===== config.mk =====
export PLATFORM = sky130hd
export DESIGN_NAME = mc_controller_flat
export DESIGN_NICKNAME = d
export VERILOG_FILES = /design/src/rtl/mc_controller_if.sv /design/src/rtl/mc_controller.sv /design/src/flat_wrapper.sv
export SDC_FILE = /design/constraint.sdc
export NUM_CORES = 1
export LEC_CHECK = 0
export BUFFER_PORTS_ARGS = -buffer_cell sky130_fd_sc_hd__buf_2
export CAP_MARGIN = 10
export CELL_PAD_IN_SITES_DETAIL_PLACEMENT = 1
export CELL_PAD_IN_SITES_GLOBAL_PLACEMENT = 1
export CORE_MARGIN = 2
export CORE_UTILIZATION = 35
export DETAILED_ROUTE_END_ITERATION = 8
export PLACE_DENSITY = 0.9
export REMOVE_ABC_BUFFERS = 1
export SLEW_MARGIN = 20
export SYNTH_ARGS = -nofsm -noshare
export SYNTH_HDL_FRONTEND = slang
export SYNTH_SLANG_ARGS = --single-unit

===== constraint.sdc =====
create_clock -name clk -period 1.77 [get_ports clk]
set_input_delay 0.177 -clock clk [delete_from_list [all_inputs] [get_ports clk]]
set_output_delay 0.177 -clock clk [all_outputs]
set_load 0.01 [all_outputs]

===== src/rtl/mc_controller_if.sv =====
// Control/status bundle between the multicycle controller and the RV32I datapath.
// The controller drives the master side; the datapath drives opcode fields and Zero.
interface mc_controller_if;
    logic [6:0] op;
    logic [2:0] funct3;
    logic       funct7b5;
    logic       Zero;
    logic       PCWrite;
    logic       AdrSrc;
    logic       MemWrite;
    logic       IRWrite;
    logic [1:0] ResultSrc;
    logic [2:0] ALUControl;
    logic [1:0] ALUSrcB;
    logic [1:0] ALUSrcA;
    logic [2:0] ImmSrc;
    logic       RegWrite;
    logic       halted;

    modport master (
        input  op, funct3, funct7b5, Zero,
        output PCWrite, AdrSrc, MemWrite, IRWrite, ResultSrc, ALUControl,
               ALUSrcB, ALUSrcA, ImmSrc, RegWrite, halted
    );

    modport slave (
        output op, funct3, funct7b5, Zero,
        input  PCWrite, AdrSrc, MemWrite, IRWrite, ResultSrc, ALUControl,
               ALUSrcB, ALUSrcA, ImmSrc, RegWrite, halted
    );
endinterface


===== src/rtl/mc_controller.sv =====
// mc_controller: multicycle RV32I control FSM with programmable FETCH/MEMREAD wait cycles and sticky illegal-op halt.
// Outputs follow the current state (BRANCH PCWrite and EXEC ALUControl also see inputs); no backpressure.
module mc_controller #(
    parameter int unsigned FETCH_WAIT = 0,
    parameter int unsigned MEM_WAIT   = 0
) (
    input  logic            clk,
    input  logic            resetn,
    mc_controller_if.master bus
);
    typedef enum logic [3:0] {
        S_FETCH, S_DECODE, S_MEMADR, S_MEMREAD, S_MEMWB, S_MEMWRITE, S_EXEC_R,
        S_EXEC_I, S_ALUWB, S_BRANCH, S_JAL, S_JALR, S_LUI, S_AUIPC, S_ERROR
    } state_t;

    localparam logic [6:0] OP_LW    = 7'b0000011;
    localparam logic [6:0] OP_SW    = 7'b0100011;
    localparam logic [6:0] OP_R     = 7'b0110011;
    localparam logic [6:0] OP_I     = 7'b0010011;
    localparam logic [6:0] OP_BR    = 7'b1100011;
    localparam logic [6:0] OP_JAL   = 7'b1101111;
    localparam logic [6:0] OP_JALR  = 7'b1100111;
    localparam logic [6:0] OP_LUI   = 7'b0110111;
    localparam logic [6:0] OP_AUIPC = 7'b0010111;

    localparam logic [2:0] ALU_ADD = 3'b000;
    localparam logic [2:0] ALU_SUB = 3'b001;
    localparam logic [2:0] ALU_AND = 3'b010;
    localparam logic [2:0] ALU_OR  = 3'b011;
    localparam logic [2:0] ALU_XOR = 3'b100;
    localparam logic [2:0] ALU_SLT = 3'b101;
    localparam logic [2:0] ALU_SLL = 3'b110;
    localparam logic [2:0] ALU_SRL = 3'b111;

    localparam logic [3:0] FETCH_LAST = 4'(FETCH_WAIT);
    localparam logic [3:0] MEM_LAST   = 4'(MEM_WAIT);

    state_t     state_q, state_d;
    logic [3:0] cnt_q, cnt_d;
    logic       run_q;

    logic       pc_write, adr_src, mem_write, ir_write, reg_write, halt;
    logic [1:0] result_src, alu_src_a, alu_src_b;
    logic [2:0] alu_ctrl, imm_src;

    function automatic logic [2:0] alu_dec(input logic [2:0] f3, input logic sub);
        case (f3)
            3'b000:  alu_dec = sub ? ALU_SUB : ALU_ADD;
            3'b001:  alu_dec = ALU_SLL;
            3'b010:  alu_dec = ALU_SLT;
            3'b011:  alu_dec = ALU_SLT;
            3'b100:  alu_dec = ALU_XOR;
            3'b101:  alu_dec = ALU_SRL;
            3'b110:  alu_dec = ALU_OR;
            default: alu_dec = ALU_AND;
        endcase
    endfunction

    always_comb begin
        case (bus.op)
            OP_SW:            imm_src = 3'b001;
            OP_BR:            imm_src = 3'b010;
            OP_JAL:           imm_src = 3'b011;
            OP_LUI, OP_AUIPC: imm_src = 3'b100;
            default:          imm_src = 3'b000;
        endcase
    end

    always_comb begin
        state_d    = state_q;
        cnt_d      = '0;
        pc_write   = 1'b0;
        adr_src    = 1'b0;
        mem_write  = 1'b0;
        ir_write   = 1'b0;
        reg_write  = 1'b0;
        halt       = 1'b0;
        result_src = 2'b00;
        alu_src_a  = 2'b00;
        alu_src_b  = 2'b00;
        alu_ctrl   = ALU_ADD;
        case (state_q)
            S_FETCH: begin
                alu_src_b  = 2'b10;
                result_src = 2'b10;
                if (cnt_q == FETCH_LAST) begin
                    ir_write = 1'b1;
                    pc_write = 1'b1;
                    state_d  = S_DECODE;
                end else begin
                    cnt_d = cnt_q + 4'd1;
                end
            end
            S_DECODE: begin
                alu_src_a = 2'b01;
                alu_src_b = 2'b01;
                case (bus.op)
                    OP_LW, OP_SW: state_d = S_MEMADR;
                    OP_R:         state_d = S_EXEC_R;
                    OP_I:         state_d = S_EXEC_I;
                    OP_BR:        state_d = S_BRANCH;
                    OP_JAL:       state_d = S_JAL;
                    OP_JALR:      state_d = S_JALR;
                    OP_LUI:       state_d = S_LUI;
                    OP_AUIPC:     state_d = S_AUIPC;
                    default:      state_d = S_ERROR;
                endcase
            end
            S_MEMADR: begin
                alu_src_a = 2'b10;
                alu_src_b = 2'b01;
                state_d   = (bus.op == OP_SW) ? S_MEMWRITE : S_MEMREAD;
            end
            S_MEMREAD: begin
                adr_src = 1'b1;
                if (cnt_q == MEM_LAST) state_d = S_MEMWB;
                else                   cnt_d   = cnt_q + 4'd1;
            end
            S_MEMWB: begin
                result_src = 2'b01;
                reg_write  = 1'b1;
                state_d    = S_FETCH;
            end
            S_MEMWRITE: begin
                adr_src   = 1'b1;
                mem_write = 1'b1;
                state_d   = S_FETCH;
            end
            S_EXEC_R, S_EXEC_I: begin
                alu_src_a = 2'b10;
                alu_src_b = (state_q == S_EXEC_I) ? 2'b01 : 2'b00;
                alu_ctrl  = alu_dec(bus.funct3, bus.funct7b5 && (state_q == S_EXEC_R));
                state_d   = S_ALUWB;
            end
            S_ALUWB: begin
                reg_write = 1'b1;
                state_d   = S_FETCH;
            end
            S_BRANCH: begin
                alu_src_a = 2'b10;
                alu_ctrl  = ALU_SUB;
                pc_write  = (bus.funct3 == 3'b000) ? bus.Zero :
                            (bus.funct3 == 3'b001) ? !bus.Zero : 1'b0;
                state_d   = S_FETCH;
            end
            S_JAL: begin
                alu_src_a = 2'b01;
                alu_src_b = 2'b10;
                pc_write  = 1'b1;
                state_d   = S_ALUWB;
            end
            S_JALR: begin
                alu_src_a = 2'b10;
                alu_src_b = 2'b01;
                state_d   = S_JAL;
            end
            S_LUI, S_AUIPC: begin
                alu_src_a = (state_q == S_LUI) ? 2'b11 : 2'b01;
                alu_src_b = 2'b01;
                state_d   = S_ALUWB;
            end
            S_ERROR: halt = 1'b1;
            default: state_d = S_ERROR;
        endcase
    end

    // run_q holds the FSM in FETCH and masks every output until the first edge after reset release.
    always_ff @(posedge clk or negedge resetn) begin
        if (!resetn) begin
            state_q <= S_FETCH;
            cnt_q   <= '0;
            run_q   <= 1'b0;
        end else begin
            run_q <= 1'b1;
            if (run_q) begin
                state_q <= state_d;
                cnt_q   <= cnt_d;
            end
        end
    end

    assign bus.PCWrite    = run_q & pc_write;
    assign bus.AdrSrc     = run_q & adr_src;
    assign bus.MemWrite   = run_q & mem_write;
    assign bus.IRWrite    = run_q & ir_write;
    assign bus.RegWrite   = run_q & reg_write;
    assign bus.halted     = run_q & halt;
    assign bus.ResultSrc  = run_q ? result_src : 2'b00;
    assign bus.ALUControl = run_q ? alu_ctrl   : 3'b000;
    assign bus.ALUSrcB    = run_q ? alu_src_b  : 2'b00;
    assign bus.ALUSrcA    = run_q ? alu_src_a  : 2'b00;
    assign bus.ImmSrc     = run_q ? imm_src    : 3'b000;
endmodule

===== src/flat_wrapper.sv =====
// flat-port wrapper written by rule: the top's interface ports become plain ports
module mc_controller_flat 
#(
    parameter int unsigned FETCH_WAIT = 0,
    parameter int unsigned MEM_WAIT   = 0
)
  (clk, resetn, bus_op, bus_funct3, bus_funct7b5, bus_Zero, bus_PCWrite, bus_AdrSrc, bus_MemWrite, bus_IRWrite, bus_ResultSrc, bus_ALUControl, bus_ALUSrcB, bus_ALUSrcA, bus_ImmSrc, bus_RegWrite, bus_halted);
  mc_controller_if bus_i ();
  input  logic clk;
  input  logic resetn;
  input wire logic [$bits(bus_i.op)-1:0] bus_op;
  input wire logic [$bits(bus_i.funct3)-1:0] bus_funct3;
  input wire logic [$bits(bus_i.funct7b5)-1:0] bus_funct7b5;
  input wire logic [$bits(bus_i.Zero)-1:0] bus_Zero;
  output wire logic [$bits(bus_i.PCWrite)-1:0] bus_PCWrite;
  output wire logic [$bits(bus_i.AdrSrc)-1:0] bus_AdrSrc;
  output wire logic [$bits(bus_i.MemWrite)-1:0] bus_MemWrite;
  output wire logic [$bits(bus_i.IRWrite)-1:0] bus_IRWrite;
  output wire logic [$bits(bus_i.ResultSrc)-1:0] bus_ResultSrc;
  output wire logic [$bits(bus_i.ALUControl)-1:0] bus_ALUControl;
  output wire logic [$bits(bus_i.ALUSrcB)-1:0] bus_ALUSrcB;
  output wire logic [$bits(bus_i.ALUSrcA)-1:0] bus_ALUSrcA;
  output wire logic [$bits(bus_i.ImmSrc)-1:0] bus_ImmSrc;
  output wire logic [$bits(bus_i.RegWrite)-1:0] bus_RegWrite;
  output wire logic [$bits(bus_i.halted)-1:0] bus_halted;
  assign bus_i.op = bus_op;
  assign bus_i.funct3 = bus_funct3;
  assign bus_i.funct7b5 = bus_funct7b5;
  assign bus_i.Zero = bus_Zero;
  assign bus_PCWrite = bus_i.PCWrite;
  assign bus_AdrSrc = bus_i.AdrSrc;
  assign bus_MemWrite = bus_i.MemWrite;
  assign bus_IRWrite = bus_i.IRWrite;
  assign bus_ResultSrc = bus_i.ResultSrc;
  assign bus_ALUControl = bus_i.ALUControl;
  assign bus_ALUSrcB = bus_i.ALUSrcB;
  assign bus_ALUSrcA = bus_i.ALUSrcA;
  assign bus_ImmSrc = bus_i.ImmSrc;
  assign bus_RegWrite = bus_i.RegWrite;
  assign bus_halted = bus_i.halted;
  mc_controller #(.FETCH_WAIT(FETCH_WAIT), .MEM_WAIT(MEM_WAIT)) u_core (.clk(clk), .resetn(resetn), .bus(bus_i));
endmodule

# Word-level counts from Yosys, hierarchy flattened
# Cells that the tools add are included.
[word_totals] register_bits=9 inputBits=14 output_inout_bits=18 word_cells=92
[classes] add_sub_neg=1 n_eq_ne=31 muxes=30 bitwise_logic=7 reduce_logical=20
[ops] operator="$pmux 4 s8" count=2
[ops] operator="$eq 4x4->1 const B" count=7
[ops] operator="$eq 7x6->1 const B" count=3
[ops] operator="$eq 7x7->1 const B" count=3
[ops] operator="$reduce_or 2->1" count=10
[ops] operator="$pmux 3 s6" count=1
[ops] operator="$eq 4x3->1 const B" count=4
[ops] operator="$mux 4" count=4
[ops] operator="$reduce_or 5->1" count=3
[ops] operator="$eq 7x5->1 const B" count=2
[ops] operator="$pmux 2 s3" count=2
[ops] operator="$pmux 3 s4" count=1
[ops] operator="$mux 1" count=10
[ops] operator="$eq 3x3->1 const B" count=3
[ops] operator="$mux 3" count=3
[ops] operator="$eq 4x2->1 const B" count=2
[ops] operator="$logic_not 4->1" count=2
[ops] operator="$mux 2" count=4
[ops] operator="$eq 7x2->1 const B" count=1
[ops] operator="$and 1x1->1" count=6
[ops] operator="$eq 3x2->1 const B" count=2
[ops] operator="$pmux 3 s2" count=1
[ops] operator="$add 4x1->4 const B" count=1
[ops] operator="$eq 4x1->1 const B" count=1
[ops] operator="other kinds (10)" count=11

# Longest topological paths before layout
[logic_depth] word_depth=6 mapped_depth=6

# Worst setup path before layout
# Ideal clock, no wire load.
[synth_timing] path_type="reg-to-output" from="reg u_core.state_q[3]" to="out bus_PCWrite" arrival_time_ns=1.405 t_required_ns=1.593 setup_slack_ns=0.188 path_stages_with_launch=7 path_buffers=2 cell_sequence="dfrtp_1 > buf_6 > buf_2 > xor2_1 > nor3_1 > o21ai_0 > o21ai_0"
[synth_between] elab_chain_len=3 elab_cells_between_ends=5 cone_classes="eq/ne: 2; mux: 1; bitwise: 1; reduce/logical: 1"
[synth_rtl] element="start: declaration" line_no="mc_controller.sv:38" source="state_t state_q, state_d;"
[synth_rtl] element="start signal: assignment" line_no="mc_controller.sv:176" source="state_q <= state_d;"
[synth_rtl] element="$eq 4x4->1 / $logic_not 4->1 (equally long branches)" line_no="mc_controller.sv:82" source="case (state_q)"
[synth_rtl] element="$pmux 1 s3 *" line_no="mc_controller.sv:82"
[synth_rtl] element="$and 1x1->1 *" line_no="mc_controller.sv:182" source="assign bus.PCWrite = run_q & pc_write;"
[synth_rtl] element="end: declaration" line_no="flat_wrapper.sv:15" source="output wire logic [$bits(bus_i.PCWrite)-1:0] bus_PCWrite;"
# Every way passes the cells marked *; elsewhere a longest branch is shown, timed or not.

# Final worst setup path
# Ends and elaborated chain as after synthesis.

==> summary.md <==
| Metric | Value |
|---|---|
| Status | finished, violations left |
| Failing checks | negative setup slack |
| Clock slew at reported path FFs | 0.06 ns |
| Layout cell share with drive strength beyond 1 | 0.430 |
| Power per standard cell area | 1500 nW/um^2 |
| Synth top area cells | dfrtp_1, nor2_1, nand2b_1, xnor2_1, nor2b_1 |
| VDD IR max | 0.807 mV |
| Slowest-stage cell, CP | or4_1 |
| Initial core utilization | 0.361 |
| Nets@finish | 189 |
| Starting DRC count in detailed routing | 26 |
| Fin crit share | 1.02 |
| Avg Cell Area, Syn | 7.58 um^2 |
| Cell Area, Placed | 1180 um^2 |
| Post-detail-place hpwl | 2540 um |
| Htree depth | 1 |
| Highest clock rate | 553 MHz |
| Via density | 5.79 |
| TritonCTS Buffers | 3 |
| Final Routed Wirelength | 3670 um |
| Total grt overflow | 0 |
| Post-Synthesis Cells | 129 |
| Asr flop ratio synth | 1.00 |
| Via count | 1175 |
| CP peak stage delay | 0.46 ns |
| Setup skew after layout | 0.00120 ns |
| YS warnings | 0 |
| Worst EP arrival | 1.63 ns |
| Initial antenna violation count | 0 |
| Longest Clk Path Bufs | 2 |
| Static leakage | 0.641 nW |
| Post-Layout Inst Area | 1400 um^2 |
| Setup TNS | -0.0696 ns |
| Tmin final | 1.81 ns |
| Top post-synthesis cells by count | nor2_1, dfrtp_1, nand2_1 |
| FP Rows | 19 |
| NetSw | 1.00 mW |
| Pint | 1.10 mW |
| Gr usage total | 0.226 |
| Post-route DRC | 0 |
| Final std cells w/o fill | 203 |
| Core Region | 2710 um^2 |
| Power Total | 2.10 mW |
| Tightest Hold Check Type | in2async |
| DIE HEIGHT | 56.9 um |
| Critical path class | reg2out |
| CTS tree | done |
| Register area share after synthesis | 0.230 |
| Crit Path Max Fanout | 7 |
| First-pass GRT wire length | 5820 um |
| RSZ-0062 raised after global routing | yes |
| Post-synth EDFFs | 0 |
| Final Hold Fails | 0 |
| Logic pwr share | 0.730 |
| CP Cell Sequence | buf_4, nand2b_4, or4_1, o21ai_1, buf_2 |
| Setup WS pre-CTS | 0.0771 ns |
| Sequential power share | 0.196 |
| First-pass DRT Iterations | 4 |
| Placed Cells | 190 |
| Synth cell types | 45 |
| Largest net degree at the start of global routing | 16 |
| Max-cap violations | 0 |
| Top FF cell, synth | dfrtp_1 |
| Yosys top cell area share | 0.230 |
| Synthesis-stage register bit count | 9 |
| Post-synth top area cell | dfrtp_1 |
| Routability cong. | 0.876 |
| Slew Limit Fails | 0 |
| # diodes | 0 |
| Root Driver | clkbuf_4 |
| Critical Path RT | 1.59 ns |
| Port Buffer Count | 31 |
| Synthesized area | 978 um^2 |
| Top-count cell post-synth | nor2_1 |
| Power share of the clock group | 0.074 |
| Final Setup Violations | 3 |
| P&R area growth vs syn | 43.0% |
| Worst Setup End Kind | output pin |
| Drt wl/cell | 18.1 um |
| Worst-skew pair later-pin latency | 0.25 ns |
| DIE AREA | 3230 um^2 |
| Die span in x | 56.9 um |
| Switch share | 0.476 |
| Final WS setup | -0.0382 ns |
| Vias in the first global route | 1251 |
| Clock sinks | 9 |
| Final ANT Viol Nets | 0 |
| Startpoint types | register |
| IO Count | 32 |
==> registers in the layout (all words and copies together) (netlist names) <==
| signal | flops |
|---|---|
| u_core.cnt_q | 4 |
| u_core.run_q | 1 |
| u_core.state_q | 4 |
==> final cells by class <==
cell class / count / area [um^2]
Tap cell: 31 / 38.8
Clock buffer: 4 / 26.3
Inverter: 3 / 11.3
Multi-Input combinational cell: 109 / 797
Fill cell: 347 / 1310
Timing Repair Buffer: 47 / 293
Sequential cell: 9 / 233
==> cells in the final DEF (no fill, tap or decap), types with 2 or more instances in the layout <==
cell type and count:
buf_2 31, nor2_1 16, buf_4 12, nand2_1 9, nand2b_1 6, dfrtp_2 6
xnor2_1 5, a21oi_1 5, nand3_1 4, inv_1 3, nor2b_4 3, and2_1 3
nor2b_1 3, nor3_2 3, xor2_1 3, o21ai_1 3, nor3_1 3, o21ai_0 3
clkbuf_4 3, dfrtp_1 3, nand3_2 2, mux2i_1 2, o21a_1 2, and3_1 2
and3b_1 2, nand4_1 2, ha_1 2, buf_6 2
==> final timing paths <==
path | start | endpoint | slack [ns] | cells after the start
min | resetn | u_core.cnt_q[2]$_DFFE_PN0P_ | 0.32 | 2
max reg2reg | u_core.cnt_q[0]$_DFFE_PN0P_ | u_core.state_q[0]$_DFFE_PN0P_ | 0.08 | 7
min reg2reg | u_core.cnt_q[3]$_DFFE_PN0P_ | u_core.cnt_q[3]$_DFFE_PN0P_ | 0.58 | 2
max in group asynchronous | resetn | u_core.cnt_q[0]$_DFFE_PN0P_ | 1.25 | 2
min in group clk | bus_op[5] | u_core.state_q[2]$_DFFE_PN0P_ | 0.42 | 4
max | u_core.state_q[3]$_DFFE_PN0P_ | bus_PCWrite | -0.04 | 5
==> power by group through the flow <==
stage                     Sequential, mW  Clock [mW]  Combinational [mW]
final                              0.412       0.155                1.54
after global routing               0.424       0.175                1.66
after CTS                          0.400       0.162                1.33
after detailed placement           0.387           0                1.17
after global placement             0.374           0                1.10
after floorplan                    0.437           0               0.670
==> cells by family after synthesis <==
family | after synthesis | synth area share
compound gates | 30 | 0.217
xor+xnor | 8 | 0.0716
fa+ha+maj | 2 | 0.0256
buf+inv | 11 | 0.0575
flops | 9 | 0.230
mux | 2 | 0.0205
other cells | 1 | 0.00383
simple gates | 66 | 0.373
==> per-layer routing <==
| layer | GRT usage | wire length, um | share of wire |
|---|---|---|---|
| met1 | 0.256 | 1470 | 0.40 |
| met2 | 0.420 | 1960 | 0.54 |
| met3 | 0.0276 | 201 | 0.055 |
| met4 | 0.0963 | 34 | 0.0093 |
| met5 | 0 | 0 | 0 |
==> worst max-delay path: cells and delay by family (launching register included) <==
kind | cells | cell delay (ns)
flops | 1 | 0.45
compound gates | 1 | 0.13
simple gates | 2 | 0.52
buf+inv | 2 | 0.29
==> per-stage QoR <==
step            util  hold WS (ns)
6_report       0.516         0.324
5_1_grt        0.516         0.318
4_1_cts        0.479         0.297
3_5_place_dp   0.435        0.0369
3_3_place_gp   0.435        0.0276
2_1_floorplan      -        -0.119
==> what timing repair did <==
action | 4_1_cts | 5_1_grt
hold endpoints to repair | 9 | 0
setup endpoints to repair | 6 | 9
pin swaps | 4 | 4
hold buffers | 1 | 0
gates resized for setup | 15 | 17
buffers inserted | 5 | 3
(Power assumes the default switching activity.)
